--- src/rtl/stream_crypt_pkg.sv ---
// ==========================================================================
// stream_crypt_pkg: shared state encoding and FIFO sizing helper. Rev 1.0
// ==========================================================================
`default_nettype none

package stream_crypt_pkg;

  typedef enum logic [1:0] {
    IDLE      = 2'd0,
    WAIT_INIT = 2'd1,
    DROP      = 2'd2,
    RUN       = 2'd3
  } state_t;

  function automatic int clog2(input int value);
    int res;
    res = 0;
    for (int i = 0; i < 31; i++) begin
      if ((1 << i) < value) res = i + 1;
    end
    return res;
  endfunction

endpackage

`default_nettype wire

--- src/rtl/stream_crypt_if.sv ---
// ==========================================================================
// stream_crypt_if: keystream, input and output handshakes. Rev 1.0
// ==========================================================================
`default_nettype none

interface stream_crypt_if #(
  parameter int W = 8
);
  logic         ks_valid;
  logic [W-1:0] ks_data;
  logic         ks_ready;
  logic         in_valid;
  logic [W-1:0] in_data;
  logic         in_ready;
  logic         out_valid;
  logic [W-1:0] out_data;
  logic         out_ready;
`ifdef STREAM_CRYPT_BYPASS_EN
  logic         bypass;

  modport slave (
    input  ks_valid, ks_data, in_valid, in_data, out_ready, bypass,
    output ks_ready, in_ready, out_valid, out_data
  );
  modport master (
    output ks_valid, ks_data, in_valid, in_data, out_ready, bypass,
    input  ks_ready, in_ready, out_valid, out_data
  );
`else
  modport slave (
    input  ks_valid, ks_data, in_valid, in_data, out_ready,
    output ks_ready, in_ready, out_valid, out_data
  );
  modport master (
    output ks_valid, ks_data, in_valid, in_data, out_ready,
    input  ks_ready, in_ready, out_valid, out_data
  );
`endif
endinterface

`default_nettype wire

--- src/rtl/stream_crypt_ks_fifo.sv ---
// ==========================================================================
// ks_fifo: first-word fall-through keystream FIFO with flush. Rev 1.0
// ==========================================================================
`default_nettype none

module ks_fifo
  import stream_crypt_pkg::*;
#(
  parameter int W     = 8,
  parameter int DEPTH = 4,
  localparam int PW   = clog2(DEPTH)
) (
  input  wire           clk,
  input  wire           rst,
  input  wire           push,
  input  wire           pop,
  input  wire           flush,
  input  wire  [W-1:0]  din,
  output logic [W-1:0]  dout,
  output logic [PW:0]   count,
  output logic          full,
  output logic          empty
);

  logic [W-1:0]  mem [DEPTH];
  logic [PW-1:0] rd_ptr;
  logic [PW-1:0] wr_ptr;
  logic          do_push;
  logic          do_pop;

  assign full    = (count == (PW+1)'(DEPTH));
  assign empty   = (count == '0);
  assign do_push = push && !full;
  assign do_pop  = pop && !empty;
  assign dout    = mem[rd_ptr];

  always_ff @(posedge clk or negedge rst) begin
    if (!rst) begin
      rd_ptr <= '0;
      wr_ptr <= '0;
      count  <= '0;
    end else if (flush) begin
      rd_ptr <= '0;
      wr_ptr <= '0;
      count  <= '0;
    end else begin
      if (do_push) wr_ptr <= wr_ptr + PW'(1);
      if (do_pop)  rd_ptr <= rd_ptr + PW'(1);
      case ({do_push, do_pop})
        2'b10:   count <= count + (PW+1)'(1);
        2'b01:   count <= count - (PW+1)'(1);
        default: count <= count;
      endcase
    end
  end

  // Storage needs no reset: the pointers define which entries are live.
  always_ff @(posedge clk) begin
    if (do_push && !flush) mem[wr_ptr] <= din;
  end

endmodule

`default_nettype wire

--- src/rtl/stream_crypt.sv ---
// ==========================================================================
// stream_crypt: RC4-drop keystream buffer + XOR stage, registered output.
// Optional STREAM_CRYPT_BYPASS_EN adds a per-word plaintext bypass. Rev 1.0
// ==========================================================================
`default_nettype none

module stream_crypt
  import stream_crypt_pkg::*;
#(
  parameter int W      = 8,
  parameter int DEPTH  = 4,
  parameter int DROP_N = 0,
  parameter int CNT_W  = 16,
  localparam int PW    = clog2(DEPTH)
) (
  input  wire              clk,
  input  wire              rst,
  input  wire              start,
  input  wire              gen_init_done,
  stream_crypt_if.slave    bus,
  output logic             busy,
  output logic [CNT_W-1:0] word_cnt
);

  state_t       state;
  state_t       next_state;
  logic [7:0]   drop_cnt;
  logic         drop_last;
  logic         ks_rdy;
  logic         in_rdy;
  logic         ks_hs;
  logic         in_hs;
  logic         byp;
  logic         push;
  logic         pop;
  logic         flush;
  logic         out_valid_q;
  logic [W-1:0] out_data_q;
  logic [W-1:0] fifo_dout;
  logic [PW:0]  fifo_count;
  logic         fifo_full;
  logic         fifo_empty;

`ifdef STREAM_CRYPT_BYPASS_EN
  assign byp = bus.bypass;
`else
  assign byp = 1'b0;
`endif

  assign ks_hs     = bus.ks_valid && ks_rdy;
  assign in_hs     = bus.in_valid && in_rdy;
  assign drop_last = (({1'b0, drop_cnt} + 9'd1) == 9'(DROP_N));
  // A restart discards whatever handshakes coincide with it.
  assign push      = (state == RUN) && ks_hs && !start;
  assign pop       = in_hs && !byp && !start;
  assign flush     = start && (state != IDLE);

  assign bus.ks_ready  = ks_rdy;
  assign bus.in_ready  = in_rdy;
  assign bus.out_valid = out_valid_q;
  assign bus.out_data  = out_data_q;
  assign busy          = (state != IDLE);

  always_ff @(posedge clk or negedge rst) begin
    if (!rst) state <= IDLE;
    else      state <= next_state;
  end

  always_comb begin
    next_state = state;
    ks_rdy     = 1'b0;
    in_rdy     = 1'b0;
    case (state)
      IDLE: ;
      WAIT_INIT: begin
        if (gen_init_done) next_state = (DROP_N > 0) ? DROP : RUN;
      end
      DROP: begin
        ks_rdy = 1'b1;
        if (bus.ks_valid && drop_last) next_state = RUN;
      end
      RUN: begin
        ks_rdy = !fifo_full;
        in_rdy = (!fifo_empty || byp) && (!out_valid_q || bus.out_ready);
      end
      default: next_state = IDLE;
    endcase
    if (start) next_state = WAIT_INIT;
  end

  always_ff @(posedge clk or negedge rst) begin
    if (!rst) begin
      drop_cnt    <= '0;
      word_cnt    <= '0;
      out_valid_q <= 1'b0;
      out_data_q  <= '0;
    end else if (start) begin
      drop_cnt    <= '0;
      word_cnt    <= '0;
      out_valid_q <= 1'b0;
    end else begin
      if ((state == DROP) && ks_hs) drop_cnt <= drop_cnt + 8'd1;
      if (in_hs) begin
        out_data_q  <= byp ? bus.in_data : (bus.in_data ^ fifo_dout);
        out_valid_q <= 1'b1;
        word_cnt    <= word_cnt + CNT_W'(1);
      end else if (out_valid_q && bus.out_ready) begin
        out_valid_q <= 1'b0;
      end
    end
  end

  ks_fifo #(
    .W     (W),
    .DEPTH (DEPTH)
  ) u_ks_fifo (
    .clk   (clk),
    .rst   (rst),
    .push  (push),
    .pop   (pop),
    .flush (flush),
    .din   (bus.ks_data),
    .dout  (fifo_dout),
    .count (fifo_count),
    .full  (fifo_full),
    .empty (fifo_empty)
  );

endmodule

`default_nettype wire

--- src/flat_wrapper.sv ---
// flat-port wrapper written by rule: the top's interface ports become plain ports
module stream_crypt_flat import stream_crypt_pkg::*;
#(
  parameter int W      = 8,
  parameter int DEPTH  = 4,
  parameter int DROP_N = 0,
  parameter int CNT_W  = 16,
  localparam int PW    = clog2(DEPTH)
)
  (clk, rst, start, gen_init_done, busy, word_cnt, bus_ks_valid, bus_ks_data, bus_in_valid, bus_in_data, bus_out_ready, bus_ks_ready, bus_in_ready, bus_out_valid, bus_out_data);
  stream_crypt_if #(.W(W)) bus_i ();
  input  wire clk;
  input  wire rst;
  input  wire start;
  input  wire gen_init_done;
  output logic busy;
  output logic [CNT_W-1:0] word_cnt;
  input wire logic [$bits(bus_i.ks_valid)-1:0] bus_ks_valid;
  input wire logic [$bits(bus_i.ks_data)-1:0] bus_ks_data;
  input wire logic [$bits(bus_i.in_valid)-1:0] bus_in_valid;
  input wire logic [$bits(bus_i.in_data)-1:0] bus_in_data;
  input wire logic [$bits(bus_i.out_ready)-1:0] bus_out_ready;
  output wire logic [$bits(bus_i.ks_ready)-1:0] bus_ks_ready;
  output wire logic [$bits(bus_i.in_ready)-1:0] bus_in_ready;
  output wire logic [$bits(bus_i.out_valid)-1:0] bus_out_valid;
  output wire logic [$bits(bus_i.out_data)-1:0] bus_out_data;
  assign bus_i.ks_valid = bus_ks_valid;
  assign bus_i.ks_data = bus_ks_data;
  assign bus_i.in_valid = bus_in_valid;
  assign bus_i.in_data = bus_in_data;
  assign bus_i.out_ready = bus_out_ready;
  assign bus_ks_ready = bus_i.ks_ready;
  assign bus_in_ready = bus_i.in_ready;
  assign bus_out_valid = bus_i.out_valid;
  assign bus_out_data = bus_i.out_data;
  stream_crypt #(.W(W), .DEPTH(DEPTH), .DROP_N(DROP_N), .CNT_W(CNT_W)) u_core (.clk(clk), .rst(rst), .start(start), .gen_init_done(gen_init_done), .bus(bus_i), .busy(busy), .word_cnt(word_cnt));
endmodule
--- config.mk ---
export PLATFORM = sky130hd
export DESIGN_NAME = stream_crypt_flat
export DESIGN_NICKNAME = d
export VERILOG_FILES = /design/src/rtl/stream_crypt_pkg.sv /design/src/rtl/stream_crypt_if.sv /design/src/rtl/stream_crypt_ks_fifo.sv /design/src/rtl/stream_crypt.sv /design/src/flat_wrapper.sv
export SDC_FILE = /design/constraint.sdc
export NUM_CORES = 1
export LEC_CHECK = 0
export ABC_AREA = 0
export CAP_MARGIN = 40
export CORE_ASPECT_RATIO = 2
export CORE_MARGIN = 5
export CORE_UTILIZATION = 48
export CTS_CLUSTER_SIZE = 20
export DETAILED_ROUTE_END_ITERATION = 8
export GPL_ROUTABILITY_DRIVEN = 0
export GPL_TIMING_DRIVEN = 1
export PLACE_DENSITY_LB_ADDON = 0.3
export SYNTH_ARGS = -nofsm -noshare
export SYNTH_HDL_FRONTEND = slang
export SYNTH_SLANG_ARGS = --single-unit
--- constraint.sdc ---
create_clock -name clk -period 5.13 [get_ports clk]
set_input_delay 0.513 -clock clk [delete_from_list [all_inputs] [get_ports clk]]
set_output_delay 0.513 -clock clk [all_outputs]
set_load 0.01 [all_outputs]
; After elaboration in Yosys (flattened, before gate mapping)
; Memories as Yosys holds them, arrays and structs flattened.
; Index checks and enable logic that the tools add are counted.
[op_classes]
add_sub_neg = 7
n_mul = 0
n_div = 0
n_lt_le_gt_ge = 0
n_eq_ne = 8
shift = 0
n_mux = 21
n_bitwise = 2
n_reduce_logical = 31
[op_table]
columns = operator, count
row1 = 16-bit two-way mux, 2
row2 = "16-bit by 1-bit adder with 16-bit output, second input constant", 1
row3 = 8-bit two-way mux, 2
row4 = 2-bit two-way mux, 7
row5 = 1-bit logical AND, 13
row6 = 2-bit nonzero test, 5
row7 = "8-bit by 1-bit adder with 9-bit output, second input constant", 1
row8 = 9-bit logical NOT, 1
row9 = 3-bit nonzero test, 3
row10 = "8-bit by 1-bit adder with 8-bit output, second input constant", 1
row11 = 8-bit bitwise XOR, 1
row12 = "2-bit equality test, second input constant", 3
row13 = 1-bit two-way mux, 6
row14 = 3-bit case mux with 2 select lines, 1
row15 = 1-bit logical NOT, 5
row16 = "2-bit by 1-bit adder with 2-bit output, second input constant", 2
row17 = "2-bit by 1-bit equality test with 1-bit output, second input constant", 2
row18 = 2-bit case mux with 2 select lines, 1
row19 = "3-bit by 1-bit adder with 3-bit output, second input constant", 1
row20 = "3-bit equality test, second input constant", 1
row21 = 3-bit logical NOT, 1
row22 = 3-bit two-way mux, 1
row23 = "3-bit by 2-bit inequality test with 1-bit output, second input constant", 1
row24 = "3-bit inequality test, second input constant", 1
row25 = 6 further kinds, 6
[totals]
register_bits = 42
latch_bits = 0
ram_bits = 32
mem_bits_ro = 0
input_bits = 23
out_inout_bits = 28
word_cells = 78
n_memories = 1
[memory_table]
columns = name, words, word_bits, rd, rd_ports_with_merged_regs, wr, line
row1 = u_core.u_ks_fifo.mem, 4, 8, 1, 0, 1, stream_crypt_ks_fifo.sv:25  ; logic [W-1:0] mem [DEPTH];

; Longest topological paths before layout
[logic_depth]
ltp_word = 10
ltp_mapped = 8
depth_no_buf = 8

; By module
; A second synthesis with hierarchy kept.
[unflattened]
hier_cells = 290
area_unflattened_um2 = 3533.4
[modules_own_cells]
columns = mod, instances, cells_each, area_each_um2, seq_area_each_um2
row1 = stream_crypt, 1, 182, 1789.2, 875.8
row2 = ks_fifo, 1, 108, 1744.2, 1136.1

; Least setup slack after synthesis
; OpenSTA, ideal clock, no wires.
[synth_timing]
path_type = reg2reg
from = reg u_core.u_ks_fifo.count[1]
to = reg u_core.u_ks_fifo.count[2]
setup_ns = 0.077
arrival_time_ns = 2.286
required_time_ns = 5.053
path_slack_ns = 2.767
path_stages_with_launch = 9
path_buffers = 0
period_less_slack_ns = 2.363
cell_sequence = dfrtp_1 > or3_1 > nand4_2 > nor2_4 > ha_1 > fa_1 > xnor2_1 > or3_1 > a21oi_1
[synth_via]
elab_chain_cells = 10
word_cells_on_any_way = 21
classes_between = add/sub (2) / eq/ne (3) / mux (4) / reduce/logical (12)
[synth_lines]
columns = element, line
row1 = "start, declared", stream_crypt_ks_fifo.sv:20  ; output logic [PW:0] count,
row2 = "start signal, assigned", stream_crypt_ks_fifo.sv:50  ; 2'b10: count <= count + (PW+1)'(1);
row3 = "start signal, assigned", stream_crypt_ks_fifo.sv:51  ; 2'b01: count <= count - (PW+1)'(1);
row4 = "start signal, assigned", stream_crypt_ks_fifo.sv:52  ; default: count <= count;
row5 = 3-bit equality test / 3-bit logical NOT (equally long branches), "stream_crypt_ks_fifo.sv:31, stream_crypt_ks_fifo.sv:32"
row6 = 1-bit logical NOT (on tied branches), n/a
row7 = 1-bit case mux with 2 select lines / 1-bit logical AND (equally long branches), "stream_crypt.sv:73, stream_crypt.sv:84"
row8 = 1-bit logical AND / 1-bit two-way mux (equally long branches), "stream_crypt.sv:50, stream_crypt.sv:73"
row9 = 1-bit logical AND (on tied branches), "stream_crypt.sv:54, stream_crypt.sv:51"
row10 = 1-bit logical AND (on tied branches), "stream_crypt.sv:54, stream_crypt.sv:55"
row11 = 1-bit logical AND (on tied branches), "stream_crypt_ks_fifo.sv:33, stream_crypt_ks_fifo.sv:34"
row12 = 2-bit by 1-bit equality test with 1-bit output / 2-bit equality test (equally long branches), stream_crypt_ks_fifo.sv:49  ; case ({do_push, do_pop})
row13 = 3-bit case mux with 2 select lines, stream_crypt_ks_fifo.sv:49
row14 = 3-bit two-way mux, stream_crypt_ks_fifo.sv:42  ; end else if (flush) begin
; Parallel ways exist; a longest one is shown, timed or not.
; A chain may end at the register's enable or synchronous reset.

; Worst setup path in the final report
[layout_timing]
from = in start
to = reg u_core.u_ks_fifo.count[2]
[layout_via]
elab_chain_cells = 6
word_cells_on_any_way = 11
classes_between = eq/ne (2) / mux (2) / reduce/logical (7)
[layout_lines]
columns = element, line
row1 = "start, declared", flat_wrapper.sv:14  ; input wire start;
row2 = 1-bit logical NOT, "stream_crypt.sv:54, stream_crypt.sv:55"
row3 = 1-bit logical AND (on tied branches), "stream_crypt.sv:55, stream_crypt.sv:54"
row4 = 1-bit logical AND (on tied branches), "stream_crypt_ks_fifo.sv:34, stream_crypt_ks_fifo.sv:33"
row5 = 2-bit by 1-bit equality test with 1-bit output / 2-bit equality test (equally long branches), stream_crypt_ks_fifo.sv:49
row6 = 3-bit case mux with 2 select lines, stream_crypt_ks_fifo.sv:49
row7 = 3-bit two-way mux, stream_crypt_ks_fifo.sv:42
; Parallel ways exist; a longest one is shown, timed or not.

==> flow_metrics.env <==
export IMPL_status="completed"
export IMPL_htree_levels=3
export IMPL_async_reset_ff_frac=0.5676
export IMPL_vias=2282
export IMPL_yosys_area_top_type="dfrtp_1"
export IMPL_synth_area_leaders="dfrtp_1 (31%), edfxtp_1 (29%), mux4_2 (5.4%), xor2_1 (3.4%), a21oi_1 (2.8%)"
export IMPL_path_max_fanout=32
export IMPL_viasPerCell=5.621
export IMPL_syn_avg_cell_area_sq_um=13.17
export IMPL_syn_cell_area_sq_um=3358
export IMPL_firstDrtPassIters=4
export IMPL_wire_per_inst_microns=17.22
export IMPL_critical_path_class="input pin to register"
export IMPL_cts_hold_buf=0
export IMPL_powerDensity_nw_per_um2=304.0
export IMPL_num_nets_final=342
export IMPL_n_antenna_cell=0
export IMPL_pre_cts_slack_ns=1.983
export IMPL_finalSetupTns_ns=0
export IMPL_hp_class="input pin to asynchronous set/reset pin"
export IMPL_period_share=0.5439
export IMPL_die_w_microns=69.15
export IMPL_start_kind="input pin"
export IMPL_synth_nets=286
export IMPL_totalPowerFinal_mw=1.286
export IMPL_synth_seq_area_share=0.5991
export IMPL_initial_core_util=0.4876
export IMPL_crit_required_ns=5.39
export IMPL_max_slew_margin_rel=0.5908
export IMPL_synthCells=255
export IMPL_yosysWarnings=0
export IMPL_skew_ns=0.006336
export IMPL_dp_cells=390
export IMPL_portBuffers=50
export IMPL_synth_most_common_cell="dfrtp_1"
export IMPL_post_cts_resized=0
export IMPL_grt_setup_unrepaired="false"
export IMPL_end_kind="register"
export IMPL_grt_usage=0.1784
export IMPL_worstMarginPinSlew_ns=0.6139
export IMPL_worst_slack_ns=2.340
export IMPL_fmax_mhz=358.4
export IMPL_synth_distinct_cells=41
export IMPL_syn2layout_area_growth_pct=25.97
export IMPL_final_max_slew_viol_count=0
export IMPL_multi_input_area_sq_um=1289
export IMPL_synth_common_cells="dfrtp_1 (42), edfxtp_1 (32), a21oi_1 (19)"
export IMPL_synth_edff_count=32
export IMPL_finalSetupViolCount=0
export IMPL_grt_pass1_wl_microns=12180
export IMPL_n_fill_cell=613
export IMPL_layout_drive_gt1_share=0.1297
export IMPL_cts_buffers=9
export IMPL_postCtsSetupRepairBufs=0
export IMPL_cts_tree="yes"
export IMPL_coreArea_sq_um=6887
export IMPL_placed_cell_area_sq_um=3966
export IMPL_clk_insertion_delay_late_ns=0.33
export IMPL_min_period_ns=2.790
export IMPL_maxCapViolCount=0
export IMPL_hpwl_microns=5166
export IMPL_crit_arrival_ns=3.05
export IMPL_path_clk_slew_ns=0.05
export IMPL_drtAntennaViolNets=0
export IMPL_cts_buffer_depth=2
export IMPL_grt_pass1_vias=2552
export IMPL_regArea_sq_um=2012
export IMPL_ys_flop_type="dfrtp_1"
export IMPL_antenna_found_initial=0
export IMPL_ios=51
export IMPL_stdcell_count=406
export IMPL_finalHoldViolCount=0
export IMPL_ys_ff_latch=74
export IMPL_rows=43
export IMPL_p_leak_nw=1.610
export IMPL_drt_iter0_drc=198
export IMPL_grt_ovfl_total=0
export IMPL_routed_wl_microns=6993
export IMPL_dieArea_sq_um=8871
export IMPL_synth_top_cell_area_share=0.3130
export IMPL_ir_drop_uv=320.3
export IMPL_cts_sinks=74
export IMPL_finalInstanceArea_sq_um=4230
export IMPL_drc_errors=0
export IMPL_grt_max_degree=36
export IMPL_root_buffer="clkbuf_16"
export IMPL_die_h_microns=128.3
final cells by class:
| class | count | share of cell area |
|---|---|---|
| clock buffer | 10 | 0.05413 |
| clock inverter | 6 | 0.008282 |
| inverter | 8 | 0.007098 |
| multi-input combinational | 166 | 0.3046 |
| sequential | 74 | 0.4756 |
| tap | 90 | 0.02662 |
| timing repair buffer | 52 | 0.1236 |
through the flow:
stage            util  hold slack, ns
6_report       0.6143         0.02272
5_1_grt        0.6143         0.03155
4_1_cts        0.6143         0.01774
3_5_place_dp   0.5759          0.3737
3_3_place_gp   0.5730          0.4781
2_1_floorplan       -          0.2174
critical path, cell delays in order:
cell	delay (ns)
clkdlybuf4s50_1	0.42
buf_4	0.25
nand4b_1	0.21
nor2_1	0.33
inv_1	0.08
ha_1	0.23
fa_1	0.39
xnor2_1	0.16
or3_1	0.32
a21oi_1	0.15
cells in the final DEF, fill, tap and decap left out, drive strengths merged, types with 10 or more instances in the layout:
cell type / n
nor2: 16
xor2: 13
o21ai: 12
dfrtp: 42
edfxtp: 32
clkdlybuf4s50: 49
or3: 15
nand2: 12
clkbuf: 10
a21oi: 19
cells by family (layout without fill, tap and decap cells):
family                   count (synthesis)  after routing  share of synthesized area
flip-flops                              74             74                     0.5991
AND/OR/NAND/NOR                         82             82                     0.1487
AO/OA/AOI/OAI                           36             36                    0.05812
adder cells (fa/ha/maj)                  8              8                    0.03204
multiplexers                            21             21                    0.09538
buffers and inverters                   15             76                    0.01714
XOR/XNOR                                19             19                    0.04955
layer usage:
layer / GRT usage / vias up / part of all wire
li1: - / 1054 / -
met1: 0.1734 / 1158 / 0.35
met2: 0.3361 / 55 / 0.58
met3: 0.05181 / 15 / 0.041
met4: 0.08746 / 0 / 0.027
met5: 0 / - / 0
state kept, by name, summed over array words and instances (netlist names):
register,flops
u_core.bus.out_data,8
u_core.bus.out_valid,1
u_core.drop_cnt,8
u_core.state,2
u_core.u_ks_fifo.count,3
u_core.u_ks_fifo.mem,32
u_core.u_ks_fifo.rd_ptr,2
u_core.u_ks_fifo.wr_ptr,2
u_core.word_cnt,16
final timing paths:
| path | slack (ns) | cells past startpoint | end | from |
|---|---|---|---|---|
| worst max-delay path | 2.34 | 10 | u_core.u_ks_fifo.count[2] | start |
| worst min-delay path | 0.02 | 1 | u_core.word_cnt[12] | rst |
| worst max register to register | 2.52 | 8 | u_core.u_ks_fifo.count[2] | u_core.u_ks_fifo.count[0] |
| worst min register to register | 0.49 | 1 | u_core.bus.out_data[2] | u_core.bus.out_data[2] |
| max in group asynchronous | 4.66 | 2 | u_core.bus.out_data[4] | rst |
| min in group clk | 0.49 | 1 | u_core.bus.out_data[2] | u_core.bus.out_data[2] |
report_power, final:
part / total [mW] / internal, mW / leakage [nW] / switching (mW)
clock network: 0.548 / 0.323 / 0.128 / 0.225
registers: 0.644 / 0.635 / 0.864 / 0.00975
logic: 0.0939 / 0.0536 / 0.618 / 0.0403
Power figures use the tool's default switching activity.
